===== src/rtl/axis_sum_pkg.sv =====
// ============================================================================
// Module : axis_sum_pkg
// Brief  : Shared types and constants for the complex summing scheduler.
// Rev    : 1.0 - initial release
// ============================================================================
`default_nettype none

package axis_sum_pkg;

    typedef enum logic [1:0] {
        IDLE  = 2'd0,
        ALIGN = 2'd1,
        RUN   = 2'd2
    } state_t;

    // Lane index = 2*channel + imag
    localparam int CH00_RE = 0;
    localparam int CH00_IM = 1;
    localparam int CH01_RE = 2;
    localparam int CH01_IM = 3;
    localparam int CH20_RE = 4;
    localparam int CH20_IM = 5;
    localparam int CH21_RE = 6;
    localparam int CH21_IM = 7;

    localparam int c_DEF_NUM_LANES = 8;
    localparam int c_DEF_FRAME_LEN = 256;
    localparam int c_DEF_CNT_WIDTH = 16;
    localparam int c_DEF_TIMEOUT   = 1024;

endpackage

`default_nettype wire


===== src/rtl/axis_sum_watchdog.sv =====
// ============================================================================
// Module : axis_sum_watchdog
// Brief  : Counts consecutive partial-valid cycles; pulses expire on the
//          TIMEOUT-th one.
// Rev    : 1.0 - initial release
// ============================================================================
`default_nettype none

module axis_sum_watchdog #(
    parameter int TIMEOUT = 1024
) (
    input  logic clk,
    input  logic rst,
    input  logic i_any_v,
    input  logic i_all_v,
    input  logic i_clr,
    output logic o_expire
);

    localparam int c_WIDTH = (TIMEOUT > 2) ? $clog2(TIMEOUT) : 1;
    localparam logic [c_WIDTH-1:0] c_LAST = c_WIDTH'(TIMEOUT - 1);

    logic [c_WIDTH-1:0] r_cnt;
    logic               w_partial;

    assign w_partial = i_any_v & ~i_all_v & ~i_clr;
    assign o_expire  = w_partial & (r_cnt == c_LAST);

    always_ff @(posedge clk) begin
        if (rst || !w_partial || o_expire) begin
            r_cnt <= '0;
        end else begin
            r_cnt <= r_cnt + c_WIDTH'(1);
        end
    end

endmodule

`default_nettype wire


===== src/rtl/axis_sum_sched.sv =====
// ============================================================================
// Module : axis_sum_sched
// Brief  : Aligns 8 AXIS lanes to a frame boundary and issues joined beats.
//          Optional statistics counters: define AXIS_SUM_SCHED_STATS_EN.
// Rev    : 1.0 - initial release
// ============================================================================
`default_nettype none

module axis_sum_sched
    import axis_sum_pkg::*;
#(
    parameter int NUM_LANES = c_DEF_NUM_LANES,
    parameter int FRAME_LEN = c_DEF_FRAME_LEN,
    parameter int CNT_WIDTH = c_DEF_CNT_WIDTH,
    parameter int TIMEOUT   = c_DEF_TIMEOUT
) (
    input  logic                 clk,
    input  logic                 rst,
    input  logic                 i_cfg_enable,
    input  logic [NUM_LANES-1:0] i_s_tvalid,
    input  logic [NUM_LANES-1:0] i_s_tlast,
    output logic [NUM_LANES-1:0] o_s_tready,
    input  logic                 i_dp_ready,
    output logic                 o_dp_fire,
    output logic                 o_dp_tlast,
    output logic                 o_busy,
    output logic                 o_aligned,
    output logic [CNT_WIDTH-1:0] o_beat_cnt,
    output logic [CNT_WIDTH-1:0] o_frame_cnt,
    output logic                 o_err_misalign,
    output logic                 o_err_timeout,
    input  logic                 i_err_clear
`ifdef AXIS_SUM_SCHED_STATS_EN
   ,output logic [CNT_WIDTH-1:0] o_drop_cnt,
    output logic [CNT_WIDTH-1:0] o_stall_cnt
`endif
);

    localparam logic [CNT_WIDTH-1:0] c_LAST_BEAT = CNT_WIDTH'(FRAME_LEN - 1);

    state_t                 r_state, w_state_nxt;
    logic [NUM_LANES-1:0]   r_lane_seen, w_lane_seen_nxt;
    logic [CNT_WIDTH-1:0]   r_beat_cnt, w_beat_cnt_nxt;
    logic [CNT_WIDTH-1:0]   r_frame_cnt, w_frame_cnt_nxt;
    logic                   r_err_mis, w_err_mis_nxt;
    logic                   r_err_to, w_err_to_nxt;
    logic                   r_stop_pend, w_stop_pend_nxt;

    logic                   w_all_v, w_any_v, w_fire, w_last_beat;
    logic                   w_tlast_ok, w_misalign, w_expire;
    logic [NUM_LANES-1:0]   w_tready, w_hs;

    assign w_all_v     = &i_s_tvalid;
    assign w_any_v     = |i_s_tvalid;
    assign w_last_beat = (r_beat_cnt == c_LAST_BEAT);
    assign w_fire      = (r_state == RUN) & w_all_v & i_dp_ready & ~rst;
    assign w_tlast_ok  = w_last_beat ? (&i_s_tlast) : ~(|i_s_tlast);
    assign w_misalign  = w_fire & ~w_tlast_ok;
    assign w_hs        = i_s_tvalid & w_tready;

    always_comb begin
        w_tready = '0;
        if (!rst) begin
            case (r_state)
                ALIGN:   w_tready = ~r_lane_seen;
                RUN:     w_tready = {NUM_LANES{w_fire}};
                default: w_tready = '0;
            endcase
        end
    end

    assign o_s_tready     = w_tready;
    assign o_dp_fire      = w_fire;
    assign o_dp_tlast     = w_fire & w_last_beat;
    assign o_busy         = (r_state != IDLE);
    assign o_aligned      = (r_state == RUN);
    assign o_beat_cnt     = r_beat_cnt;
    assign o_frame_cnt    = r_frame_cnt;
    assign o_err_misalign = r_err_mis;
    assign o_err_timeout  = r_err_to;

    axis_sum_watchdog #(
        .TIMEOUT (TIMEOUT)
    ) u_watchdog (
        .clk      (clk),
        .rst      (rst),
        .i_any_v  (w_any_v),
        .i_all_v  (w_all_v),
        .i_clr    (r_state != RUN),
        .o_expire (w_expire)
    );

    always_comb begin
        w_state_nxt     = r_state;
        w_lane_seen_nxt = r_lane_seen;
        w_beat_cnt_nxt  = r_beat_cnt;
        w_frame_cnt_nxt = r_frame_cnt;
        w_stop_pend_nxt = r_stop_pend;
        case (r_state)
            IDLE: begin
                if (i_cfg_enable) begin
                    w_state_nxt     = ALIGN;
                    w_lane_seen_nxt = '0;
                end
            end
            ALIGN: begin
                w_lane_seen_nxt = r_lane_seen | (w_hs & i_s_tlast);
                if (!i_cfg_enable) begin
                    w_state_nxt = IDLE;
                end else if (&w_lane_seen_nxt) begin
                    w_state_nxt     = RUN;
                    w_beat_cnt_nxt  = '0;
                    w_stop_pend_nxt = 1'b0;
                end
            end
            RUN: begin
                w_stop_pend_nxt = ~i_cfg_enable;
                if (w_fire) begin
                    if (w_last_beat) begin
                        w_beat_cnt_nxt  = '0;
                        w_frame_cnt_nxt = r_frame_cnt + CNT_WIDTH'(1);
                    end else begin
                        w_beat_cnt_nxt  = r_beat_cnt + CNT_WIDTH'(1);
                    end
                end
                // The misaligned beat's tlast bits tell which lanes already hit their boundary
                if (w_misalign) begin
                    w_state_nxt     = ALIGN;
                    w_lane_seen_nxt = i_s_tlast;
                end else if (w_expire) begin
                    w_state_nxt     = ALIGN;
                    w_lane_seen_nxt = '0;
                end else if (r_stop_pend &&
                             ((w_fire && w_last_beat) ||
                              (!w_fire && r_beat_cnt == '0))) begin
                    w_state_nxt = IDLE;
                end
            end
            default: w_state_nxt = IDLE;
        endcase
    end

    assign w_err_mis_nxt = w_misalign | (r_err_mis & ~i_err_clear);
    assign w_err_to_nxt  = w_expire   | (r_err_to  & ~i_err_clear);

    always_ff @(posedge clk) begin
        if (rst) begin
            r_state     <= IDLE;
            r_lane_seen <= '0;
            r_beat_cnt  <= '0;
            r_frame_cnt <= '0;
            r_err_mis   <= 1'b0;
            r_err_to    <= 1'b0;
            r_stop_pend <= 1'b0;
        end else begin
            r_state     <= w_state_nxt;
            r_lane_seen <= w_lane_seen_nxt;
            r_beat_cnt  <= w_beat_cnt_nxt;
            r_frame_cnt <= w_frame_cnt_nxt;
            r_err_mis   <= w_err_mis_nxt;
            r_err_to    <= w_err_to_nxt;
            r_stop_pend <= w_stop_pend_nxt;
        end
    end

`ifdef AXIS_SUM_SCHED_STATS_EN
    logic [CNT_WIDTH-1:0] r_drop_cnt, r_stall_cnt;
    logic [CNT_WIDTH:0]   w_drop_sum;

    assign w_drop_sum = {1'b0, r_drop_cnt} + (CNT_WIDTH+1)'($countones(w_hs));

    always_ff @(posedge clk) begin
        if (rst || i_err_clear) begin
            r_drop_cnt  <= '0;
            r_stall_cnt <= '0;
        end else begin
            if (r_state == ALIGN) begin
                r_drop_cnt <= w_drop_sum[CNT_WIDTH] ? '1 : w_drop_sum[CNT_WIDTH-1:0];
            end
            if (r_state == RUN && w_all_v && !i_dp_ready && r_stall_cnt != '1) begin
                r_stall_cnt <= r_stall_cnt + CNT_WIDTH'(1);
            end
        end
    end

    assign o_drop_cnt  = r_drop_cnt;
    assign o_stall_cnt = r_stall_cnt;
`endif

endmodule

`default_nettype wire


===== config.mk =====
export PLATFORM = sky130hd
export DESIGN_NAME = axis_sum_sched
export DESIGN_NICKNAME = d
export VERILOG_FILES = /design/src/rtl/axis_sum_pkg.sv /design/src/rtl/axis_sum_watchdog.sv /design/src/rtl/axis_sum_sched.sv
export SDC_FILE = /design/constraint.sdc
export NUM_CORES = 1
export LEC_CHECK = 0
export BUFFER_PORTS_ARGS = -buffer_cell sky130_fd_sc_hd__buf_2
export CORE_MARGIN = 2
export CORE_UTILIZATION = 30
export CTS_CLUSTER_DIAMETER = 30
export DETAILED_ROUTE_END_ITERATION = 10
export GPL_ROUTABILITY_DRIVEN = 0
export PLACE_DENSITY_LB_ADDON = 0.2
export SETUP_SLACK_MARGIN = 0.05
export SYNTH_ARGS = -nofsm -noshare
export SYNTH_HDL_FRONTEND = slang
export SYNTH_SLANG_ARGS = --single-unit

===== constraint.sdc =====
create_clock -name clk -period 3.35 [get_ports clk]
set_input_delay 0.5025 -clock clk [delete_from_list [all_inputs] [get_ports clk]]
set_output_delay 0.5025 -clock clk [all_outputs]
set_load 0.005 [all_outputs]

==> reports/results.ini <==
[drt]
wl_per_cell_um = 14.8
initialDrtViolationCount = 155
dr.pass1.iters = 4
wl_mm = 9.05
drc = 0
vias_per_cell = 5.35
via_count = 3262
ant_nets = 0

[placed_design]
port_buffers = 66
dp_hpwl_mm = 6.64

[clock_tree]
numCtsBuffers = 5
clkSinkCount = 55
cts_root_buf = clkbuf_8
clk_path_buf_depth = 2
htree_levels = 2
clkTransAtPathRegs_ns = 0.11
cts_resized = 0
cts_tree = yes
ctsHoldBuffers = 0
clock_latency_ns = 0.32
postCtsSetupBuffers = 0

[synth]
syn_nets = 441
ys_warn_count = 0
synth_seq_cells = 55
avgSynthCellArea_um2 = 7.86
synth_top_area_cell = dfxtp_1
synth.top_cells.by_count = 55 x dfxtp_1, 47 x nor2_1, 46 x a21oi_1
async_reset_ff_frac = 0
synth_edf_count = 0
yosysTopAreaCellShare = 0.340
synth_area_leaders = dfxtp_1 34%, a21oi_1 7.1%, nor2_1 5.4%, nand2_1 3.7%, nand2b_1 3.5%
syn_inst = 412
ys.flop_type = dfxtp_1
ys_seq_area_frac = 0.340
synth_cell_types = 58
synth.most_common_cell = dfxtp_1
synthesis.area_um2 = 3240

[final_layout]
area_delta_synth_final_pct = 17.8
drive_gt1_frac = 0.200
fin_util = 0.366
antenna_cells = 0
nNetsFinal = 502

[timing]
rsz0062_at_grt = no
fin_worst_skew_ns = 0.0154
worst_pin_slew_ns = 0.739
setup_viol = 0
fin_crit_sh = 0.856
hold_violations = 0
slew_headroom = 0.507
finalSetupTns_ns = 0
period_needed_ns = 2.87
fmax_ghz = 0.349
drv_slew = 0

[power]
vdd_drop_max_v = 0.000248
power.density_nw_per_um2 = 387
p_leak_nw = 1.46

[global_route]
grt_pass1_wl_mm = 14.6
grt_start_max_net_pins = 30
antenna_found_initial = 0
grt_usage = 0.155
overflow = 0
grt_pass1_vias = 2953

[floorplanning]
start_util = 0.311
coreArea_um2 = 10400
die_x_um = 108
placementRows = 37
io_pins = 67
die_area_um2 = 11600
die_h_um = 108

[worst_setup_path]
crit_path_frequent_cell = nand4_1
cp-start-kind = flop
r2r-end = o_beat_cnt[3]$_SDFFE_PP0P_
cp_num_buf_inv = 2
r2r_cells = 10
path_class = flop to flop
worstPathMaxFanout = 17
path_cells = inv_1 > ha_1 > and4b_1 > nand4_1 > a22oi_1 > nand4_1 > buf_4 > o21a_1 > or4_1 > o21ai_0
slowest_stage = ha_1
worstPathRequired_ns = 3.58
setup.worst_path.end_class = flop
cp.arrival_ns = 3.09
path_delay_family = simple AND/OR/NAND/NOR gates
ff2ff_setup_slack_ns = 0.48
slowest_delay_ns = 0.54
rr_startpoint = r_state[0]$_SDFFE_PP0P_

[run_status]
run_status = complete, no violations

[worst_hold_path]
hold_start = i_cfg_enable
whs_path_depth = 2
worstHoldEndpoint = r_stop_pend$_SDFFE_PP0P_
hold_path_class = primary input to flop

[job]
maxCapViolations = 0

-- sequential cells by signal, summed over array words and instances, names as in the netlist --
signal / count
o_err_misalign: 1
r_lane_seen: 8
r_state: 2
r_stop_pend: 1
o_frame_cnt: 16
o_err_timeout: 1
o_beat_cnt: 16
u_watchdog.r_cnt: 10
-- through the flow --
step,cells,total power [mW],setup WS (ns),hold WS (ns),cell area (um2)
6_report,610,1.48,0.483,0.440,3810
2_1_floorplan,412,0.926,0.827,0.426,3240
4_1_cts,610,1.49,0.513,0.431,3810
3_5_place_dp,602,1.02,0.509,0.454,3700
5_1_grt,610,1.55,0.229,0.448,3810
3_3_place_gp,602,1.02,0.547,0.443,3700
-- cell usage in the layout, fill, tap and decap left out, types with 7 or more instances in the layout --
cell      instances
buf_4             7
ha_1              8
inv_1            12
nand4_1          18
xor2_1           12
a21oi_1          46
nand2b_1         18
o21ai_0          17
nor2_1           47
nand3_1          17
and4b_1           8
nand2_1          32
and3_1           11
buf_2            66
xnor2_1           8
dfxtp_1          55
-- report_power, final --
group / total (mW) / leakage (nW) / internal, mW / switching (mW)
sequential: 0.674 / 0.443 / 0.664 / 0.0101
clock: 0.462 / 0.0548 / 0.226 / 0.237
combinational: 0.339 / 0.961 / 0.115 / 0.224
total: 1.48 / 1.46 / 1.00 / 0.470
-- area by class of cell --
| class | count | area, um2 |
|---|---|---|
| inverters | 14 | 52.6 |
| fillers | 1115 | 6600 |
| clock buffers | 5 | 68.8 |
| repair buffers | 73 | 383 |
| well taps | 136 | 170 |
| flip-flops and latches | 55 | 1100 |
| clock inverters | 3 | 46.3 |
| multi-input cells | 324 | 1990 |
-- layer usage --
| layer | vias to the layer above | wire (um) | global-route usage |
|---|---|---|---|
| li1 | 1618 | - | - |
| met1 | 1521 | 4450 | 0.218 |
| met2 | 113 | 4110 | 0.248 |
| met3 | 10 | 413 | 0.0230 |
| met4 | 0 | 72 | 0.0385 |
| met5 | - | 0 | 0 |
-- cells by family (layout without fill, tap and decap cells) --
group | after synthesis | in the layout | synth area share
AOI/OAI and AO/OA | 94 | 94 | 0.174
and+or+nand+nor | 198 | 198 | 0.344
adders and majority gates | 8 | 8 | 0.0309
xor gates and xnor gates | 20 | 20 | 0.0541
muxes | 4 | 4 | 0.0124
buffers and inverters | 33 | 95 | 0.0444
DFF | 55 | 55 | 0.340
-- worst max-delay path by stage --
| stage | slack, ns | to | start | depth (start not counted) |
|---|---|---|---|---|
| 5_1_grt | 0.23 | o_beat_cnt[3]$_SDFFE_PP0P_ | r_state[0]$_SDFFE_PP0P_ | 10 |
| 3_5_place_dp | 0.51 | o_frame_cnt[14]$_SDFFE_PP0P_ | rst | 9 |
| 3_3_place_gp | 0.55 | r_lane_seen[3]$_SDFFE_PP0P_ | i_s_tvalid[3] | 8 |
| 2_1_floorplan | 0.83 | o_frame_cnt[12]$_SDFFE_PP0P_ | r_state[0]$_SDFFE_PP0P_ | 14 |
| 4_1_cts | 0.51 | o_beat_cnt[3]$_SDFFE_PP0P_ | r_state[0]$_SDFFE_PP0P_ | 10 |
| 6_report | 0.48 | o_beat_cnt[3]$_SDFFE_PP0P_ | r_state[0]$_SDFFE_PP0P_ | 10 |
Note: power is estimated with default switching activity, not from simulation.
